`src/rtl/tff_count_ctrl.sv`:
```
// tff_count_ctrl: sequencer for a bank of WIDTH toggle flip-flops. It drives
// per-bit toggle enables so that the bank counts as a synchronous modulo-N
// up/down counter. Start/hold/stop control, one-shot or free-running mode.
//
// Ports:
//   clk, rst      clock; synchronous active-high reset
//   start         begin a session (sampled in IDLE only)
//   hold          pause counting while high
//   stop          abort session, q retained
//   dir_up        1 = up, 0 = down (latched at start)
//   oneshot       1 = stop at terminal count, 0 = wrap (latched at start)
//   mod_val       modulus N, 0 means 2^WIDTH (latched at start)
//   t_vec         combinational toggle mask applied at the next edge
//   q             T-FF bank state
//   busy          high in RUN or HOLD
//   wrap          one-cycle pulse after a terminal reload edge
//   done          one-cycle pulse on entry to DONE
//
// Optional build macro TFF_COUNT_CTRL_GRAY_EN: q becomes a Gray-coded count
// of an internal binary counter, so exactly one bit toggles per step.
module tff_count_ctrl #(
  parameter int WIDTH = 4
) (
  input  logic             clk,
  input  logic             rst,
  input  logic             start,
  input  logic             hold,
  input  logic             stop,
  input  logic             dir_up,
  input  logic             oneshot,
  input  logic [WIDTH-1:0] mod_val,
  output logic [WIDTH-1:0] t_vec,
  output logic [WIDTH-1:0] q,
  output logic             busy,
  output logic             wrap,
  output logic             done
);

  localparam logic [1:0] S_IDLE = 2'd0;
  localparam logic [1:0] S_RUN  = 2'd1;
  localparam logic [1:0] S_HOLD = 2'd2;
  localparam logic [1:0] S_DONE = 2'd3;

  logic [1:0]       state;
  logic             dir_q, os_q;
  logic [WIDTH-1:0] mod_q;
  logic [WIDTH-1:0] last;      // N-1; mod 0 wraps to all-ones = 2^WIDTH-1
  logic [WIDTH-1:0] cnt;       // binary count the step logic works on
  logic [WIDTH-1:0] cnt_nx;
  logic [WIDTH-1:0] step_mask;
  logic [WIDTH-1:0] reload;
  logic [WIDTH-1:0] load_val;
  logic             term;
  logic             adv;       // RUN and neither stop nor hold: a count edge

  function automatic logic [WIDTH-1:0] enc(input logic [WIDTH-1:0] x);
`ifdef TFF_COUNT_CTRL_GRAY_EN
    return x ^ (x >> 1);
`else
    return x;
`endif
  endfunction

`ifdef TFF_COUNT_CTRL_GRAY_EN
  logic [WIDTH-1:0] b;
  assign cnt = b;
  always_ff @(posedge clk) begin
    if (rst)                            b <= '0;
    else if (state == S_IDLE && start)  b <= load_val;
    else                                b <= cnt_nx;
  end
`else
  assign cnt = q;
`endif

  assign last     = mod_q - WIDTH'(1);
  assign load_val = dir_up ? '0 : (mod_val - WIDTH'(1));
  assign reload   = dir_q ? '0 : last;
  assign term     = dir_q ? (cnt == last) : (cnt == '0);
  assign adv      = (state == S_RUN) && !stop && !hold;
  assign busy     = (state == S_RUN) || (state == S_HOLD);

  // Ripple toggle enables: bit i toggles when all lower bits are 1 (up)
  // or all lower bits are 0 (down); bit 0 always toggles.
  always_comb begin
    logic c;
    step_mask = '0;
    c = 1'b1;
    for (int i = 0; i < WIDTH; i++) begin
      step_mask[i] = c;
      c = c & (dir_q ? cnt[i] : ~cnt[i]);
    end
  end

  always_comb begin
    cnt_nx = cnt;
    if (adv) begin
      if (term) begin
        if (!os_q) cnt_nx = reload;
      end else begin
        cnt_nx = cnt ^ step_mask;
      end
    end
  end

  // q always equals enc(cnt), so this covers the step, the reload and
  // the idle/hold/done cases (t_vec = 0) uniformly.
  assign t_vec = enc(cnt_nx) ^ q;

  always_ff @(posedge clk) begin
    if (rst) begin
      state <= S_IDLE;
      q     <= '0;
      dir_q <= 1'b0;
      os_q  <= 1'b0;
      mod_q <= '0;
      wrap  <= 1'b0;
      done  <= 1'b0;
    end else begin
      wrap <= adv && term && !os_q;
      done <= adv && term && os_q;
      case (state)
        S_IDLE: begin
          if (start) begin
            state <= S_RUN;
            dir_q <= dir_up;
            os_q  <= oneshot;
            mod_q <= mod_val;
            q     <= enc(load_val);
          end
        end
        S_RUN: begin
          q <= q ^ t_vec;
          if (stop)                state <= S_IDLE;
          else if (hold)           state <= S_HOLD;
          else if (term && os_q)   state <= S_DONE;
        end
        S_HOLD: begin
          if (stop)       state <= S_IDLE;
          else if (!hold) state <= S_RUN;
        end
        default: state <= S_IDLE;  // DONE lasts one cycle
      endcase
    end
  end

endmodule

```
`config.mk`:
```
export PLATFORM = sky130hd
export DESIGN_NAME = tff_count_ctrl
export DESIGN_NICKNAME = d
export VERILOG_FILES = /design/src/rtl/tff_count_ctrl.sv
export SDC_FILE = /design/constraint.sdc
export NUM_CORES = 1
export LEC_CHECK = 0
export CORE_UTILIZATION = 30
export CTS_BUF_LIST = sky130_fd_sc_hd__clkbuf_8
export DETAILED_ROUTE_END_ITERATION = 7
export PLACE_DENSITY_LB_ADDON = 0.2
export SYNTH_ARGS = -nofsm -noshare
export SYNTH_HDL_FRONTEND = slang
export SYNTH_SLANG_ARGS = --single-unit
```
`constraint.sdc`:
```
create_clock -name clk -period 2.9 [get_ports clk]
set_clock_uncertainty 0.2 [all_clocks]
set_input_delay 0.725 -clock clk [delete_from_list [all_inputs] [get_ports clk]]
set_output_delay 0.725 -clock clk [all_outputs]
set_load 0.005 [all_outputs]
```
==> flow_summary.yaml, run 1 <==
global_route:
  grt_pass1_vias: 1309
  grt_max_degree: 16
  track_usage_pct: 18.9
  grt_pass1_wl_um: 6310
  antenna_found_initial: 0
  overflow: 0
synthesis:
  synth.ff_latch_count: 14
  syn_avg_cell_area_sq_um: 7.90
  synthArstFlopShare_pct: 0
  synthFlopType: "dfxtp_1"
  netlist_area_sq_um: 1280
  synth_cell_types: 46
  yosysSeqAreaShare_pct: 21.9
  synth_commonest_cells: "nand2_1 (17), dfxtp_1 (14), a21oi_1 (13)"
  syn_nets: 179
  synth.largest_area_cell: "dfxtp_1"
  synth_area_leaders: "dfxtp_1 (22%), ha_1 (5.9%), a21oi_1 (5.1%)"
  ys_warn_count: 0
  synth_edf_count: 0
  yosysMostFrequentCell: "nand2_1"
  synth_top_area_share_pct: 21.9
  synth_cells: 162
timing:
  period_needed_ns: 3.03
  worst_pin_slew_ns: 0.550
  whs_ns: 0.312
  period_share_pct: 105
  hold_violations: 0
  finalSetupViolCount: 1
  max_freq_mhz: 330
  rsz0062_at_grt: "yes"
  fin_setup_tns_ns: -0.133
  finalMaxSlewViolations: 0
  relSlewSlack_pct: 63.2
  layout_setup_ws_ns: -0.133
place:
  dp.cells: 254
  gp_congestion: 0.854
  port_buffers: 21
  dpl.hpwl_um: 2840
  dpl_worst_slack_ns: -0.365
min_path:
  hp-class: "reg2reg"
  hp-start: "mod_q[2]$_SDFFE_PP0P_"
  holdPathStages: 2
  hold_path_end: "mod_q[2]$_SDFFE_PP0P_"
worst_setup_path:
  rrSetupSlack_ns: 0.67
  start_kind: "register"
  r2r_cells: 10
  end_kind: "output port"
  reg2reg_to: "q[2]$_SDFFE_PP0P_"
  worst-setup-path-type: "reg2out"
  cp.required_ns: 1.98
  cp.arrival_ns: 2.11
  path_max_fanout: 2
  regToRegStartpoint: "mod_q[1]$_SDFFE_PP0P_"
pwr:
  p_total_w: 0.00141
  powerDensity_nw_per_um2: 731
  power_leakage_nw: 0.816
  ir_worst_vdd_mv: 0.339
final_layout:
  n_antenna_cell: 0
  fillers: 381
  drive_above_1_share_pct: 34.9
  nets: 233
  final_cells: 265
  area_growth_pct: 51.1
detailed_routing:
  postRouteAntennaNets: 0
  viasPerCell: 5.19
  num_vias: 1375
  routedWlPerCell_um: 15.0
  drt_wl_total_um: 3970
  drtIter0Drc: 37
  drc: 0
  dr.pass1.iters: 4
outcome:
  status: "complete, but fails checks"
  violations: "negative setup slack"
clock_network:
  cts-root-buf: "clkbuf_8"
  clock_path_buffers: 2
  cts.sinks: 14
  cts_tree: "done"
  path_clk_slew_ns: 0.06
  htreeDepth: 1
  cts_hold_buf: 0
  numCtsBuffers: 3
  clk_latency_ns: 0.25
floorplan:
  ioPinCount: 22
  coreArea_sq_um: 4060
  dieArea_sq_um: 4530
  die_y_um: 67.3
  die_w_um: 67.3
  rows: 23
  start_util_pct: 31.5
flow_run:
  cap_viol_max_count: 0
-- layer usage --
layer | part of all wire, % | up-vias | track usage, % | routed length (um)
li1 | - | 677 | - | -
met1 | 45 | 662 | 24.5 | 1790
met2 | 51 | 30 | 32.3 | 2010
met3 | 3.1 | 6 | 1.69 | 123
met4 | 1.3 | 0 | 6.65 | 51
met5 | 0 | - | 0 | 0
-- layout by cell type, fill, tap and decap left out, types with 3 or more instances in the layout --
master           instances
buf_2                    4
ha_1                     5
buf_4                   34
o21ai_0                  7
nand3_1                  3
dfxtp_1                 11
clkbuf_8                 4
and2_1                   4
a211oi_1                 4
xnor2_1                  5
clkdlybuf4s50_1         16
o21a_1                   3
a21oi_1                 12
mux2i_1                  3
nand2_1                 17
nor3_1                   5
buf_6                    4
nor3_2                   3
nor2_1                  11
a31oi_1                  4
xor2_1                   3
inv_1                    7
-- final cells by class --
cell class	instances	area, sq um	share of cell area [%]
multi-input cells	128	983	50.8
repair buffers	60	513	26.5
flip-flops and latches	14	287	14.8
well taps	50	62.6	3.23
clock buffers	4	55.1	2.85
inverters	9	33.8	1.75
-- per-stage QoR --
| step | utilization (%) | cell area, sq um |
|---|---|---|
| floorplan | - | 1280 |
| global placement | 42.2 | 1710 |
| detailed placement | 42.2 | 1710 |
| CTS | 46.2 | 1870 |
| global route | 47.7 | 1930 |
| finish | 47.7 | 1930 |
-- worst max-delay path: stages, from the launching register on --
cell and delay (ns):
dfxtp_2 0.34, inv_2 0.05, ha_4 0.27, xor2_2 0.14, and3_4 0.22, a31oi_4 0.09, or4_4 0.48, a31oi_1 0.13
buf_2 0.13
-- cells by family after synthesis --
family	Yosys count	share of synthesized area [%]
multiplexers	5	4.11
buffers and inverters	20	8.99
XOR/XNOR	14	11.3
flip-flops	14	21.9
AND/OR/NAND/NOR	59	24.2
AO/OA/AOI/OAI	44	23.6
adder cells (fa/ha/maj)	6	5.86
-- worst max-delay path by stage --
stage | start | to | slack [ns] | depth (start not counted)
global placement | stop | t_vec[1] | -0.36 | 4
detailed placement | stop | t_vec[1] | -0.36 | 4
finish | mod_q[1]$_SDFFE_PP0P_ | t_vec[1] | -0.13 | 8
global route | mod_q[1]$_SDFFE_PP0P_ | t_vec[1] | -0.20 | 8
floorplan | mod_q[0]$_SDFFE_PP0P_ | t_vec[1] | 0.07 | 8
CTS | mod_q[1]$_SDFFE_PP0P_ | t_vec[1] | -0.09 | 8
-- registers in the layout, summed over array words and instances, names as in the netlist --
| name | flops |
|---|---|
| wrap | 1 |
| q | 4 |
| done | 1 |
| state | 2 |
| dir_q | 1 |
| mod_q | 4 |
| os_q | 1 |
-- power by group --
group          internal (W)  leakage (nW)  switching [W]
Clock              0.000120        0.0288      0.0000761
Combinational      0.000511         0.671       0.000442
Sequential         0.000224         0.116      0.0000386
Total              0.000856         0.816       0.000557
-- timing repair --
action	in CTS	in global routing
endpoints found under the setup margin	4	4
setup buffers	5	3
pin swaps	10	7
resized for setup	32	9
No activity file was read; power rests on OpenSTA's default activity.
==> run 2: changes to the inputs <==
Settings changed: GPL_ROUTABILITY_DRIVEN set to 0, SKIP_CTS_REPAIR_TIMING set to 1.
==> flow_summary.yaml, run 2 (same netlist as run 1, synthesis figures left out) <==
clock_network:
  cts.sinks: 14
  numCtsBuffers: 3
  path_clk_slew_ns: 0.06
  clock_path_buffers: 2
  cts-root-buf: "clkbuf_8"
  htreeDepth: 1
  cts_tree: "done"
  clk_latency_ns: 0.25
min_path:
  hold_path_end: "mod_q[2]$_SDFFE_PP0P_"
  hp-class: "reg2reg"
  hp-start: "mod_q[2]$_SDFFE_PP0P_"
  holdPathStages: 2
timing:
  period_share_pct: 104
  layout_setup_ws_ns: -0.127
  fin_setup_tns_ns: -0.127
  hold_violations: 0
  period_needed_ns: 3.03
  rsz0062_at_grt: "yes"
  relSlewSlack_pct: 61.8
  worst_pin_slew_ns: 0.571
  finalSetupViolCount: 1
  max_freq_mhz: 330
  finalMaxSlewViolations: 0
place:
  dpl.hpwl_um: 2740
  port_buffers: 21
  placed_cell_area_sq_um: 1700
pwr:
  ir_worst_vdd_mv: 0.327
  powerDensity_nw_per_um2: 740
  power_leakage_nw: 0.792
global_route:
  antenna_found_initial: 0
  track_usage_pct: 16.8
  grt_pass1_wl_um: 5660
  grt_pass1_vias: 1224
  grt_max_degree: 16
  overflow: 0
floorplan:
  start_util_pct: 31.5
  ioPinCount: 22
  dieArea_sq_um: 4530
  rows: 23
  coreArea_sq_um: 4060
  die_y_um: 67.3
  die_w_um: 67.3
detailed_routing:
  drt_wl_total_um: 3600
  drc: 0
  num_vias: 1320
  postRouteAntennaNets: 0
  dr.pass1.iters: 4
  drtIter0Drc: 28
  routedWlPerCell_um: 13.8
  viasPerCell: 5.06
worst_setup_path:
  crit_slowest_cell: "or4_4"
  end_kind: "output port"
  cp.arrival_ns: 2.10
  cp.required_ns: 1.98
  reg2reg_to: "state[0]$_SDFFE_PP0P_"
  crit_start: "mod_q[0]$_SDFFE_PP0P_"
  path_max_fanout: 2
  start_kind: "register"
  path_buf_inv: 3
  slowest_delay_ns: 0.49
  regToRegStartpoint: "mod_q[0]$_SDFFE_PP0P_"
  worst-setup-path-type: "reg2out"
  cp_top_family: "simple AND/OR/NAND/NOR gates"
  r2r_cells: 10
  rrSetupSlack_ns: 0.75
  crit_chain: "inv_2 -> ha_4 -> xor2_1 -> buf_4 -> xnor2_4 -> a31oi_4 -> or4_4 -> a31oi_1 -> buf_2"
outcome:
  status: "complete, but fails checks"
  violations: "negative setup slack"
final_layout:
  final_common_cell: "buf_4"
  drive_above_1_share_pct: 32.7
  reg_top3: "mod_q (4), q (4), state (2)"
  area_growth_pct: 46.5
  fin_util_pct: 46.2
  nets: 229
  fin_area_sq_um: 1880
  n_antenna_cell: 0
  final_cell_mix: "buf_4 (32), nand2_1 (17), clkdlybuf4s50_1 (17)"
flow_run:
  cap_viol_max_count: 0
run 2: final cells by class:
type | count | area [sq um]
multi-input combinational | 128 | 966
clock buffer | 4 | 55.1
sequential | 14 | 287
tap | 50 | 62.6
timing repair buffer | 56 | 472
fill | 405 | 2180
inverter | 9 | 33.8
run 2: how the worst max path moves through the flow:
stage	to	cells past startpoint	slack, ns
floorplan	t_vec[1]	8	0.07
global placement	t_vec[1]	4	-0.37
detailed placement	t_vec[1]	4	-0.39
CTS	t_vec[1]	9	-0.63
global route	t_vec[1]	9	-0.20
finish	t_vec[1]	9	-0.13
run 2: metrics by stage:
stage                     std cells  worst slack [ns]  power (W)  hold slack [ns]
after global placement          253            -0.369    0.00104            0.303
after floorplan                 162            0.0706   0.000754            0.282
after CTS                       257            -0.627    0.00126            0.315
final                           261            -0.127    0.00139            0.312
after global routing            261            -0.196    0.00148            0.346
after detailed placement        253            -0.386    0.00105            0.306
run 2: per-layer routing:
layer | global-route usage (%) | share of wire, % | routed length (um) | vias to the layer above
met4 | 7.71 | 2.1 | 74 | 0
met1 | 21.8 | 48 | 1740 | 620
met2 | 27.9 | 48 | 1720 | 19
li1 | - | - | - | 674
met5 | 0 | 0 | 0 | -
met3 | 1.52 | 1.9 | 67 | 7
run 2: worst register-to-register path: cells and delay by family (launching register included):
family	cells	cell delay, ns
multiplexers	1	0.21
XOR/XNOR	2	0.26
adder cells (fa/ha/maj)	1	0.15
buffers and inverters	4	0.48
AO/OA/AOI/OAI	2	0.43
flip-flops	1	0.33
run 2: power by group:
group	switching [W]	total, W	internal [W]
registers	0.0000364	0.000261	0.000224
logic	0.000430	0.000929	0.000499
clock network	0.0000774	0.000198	0.000121
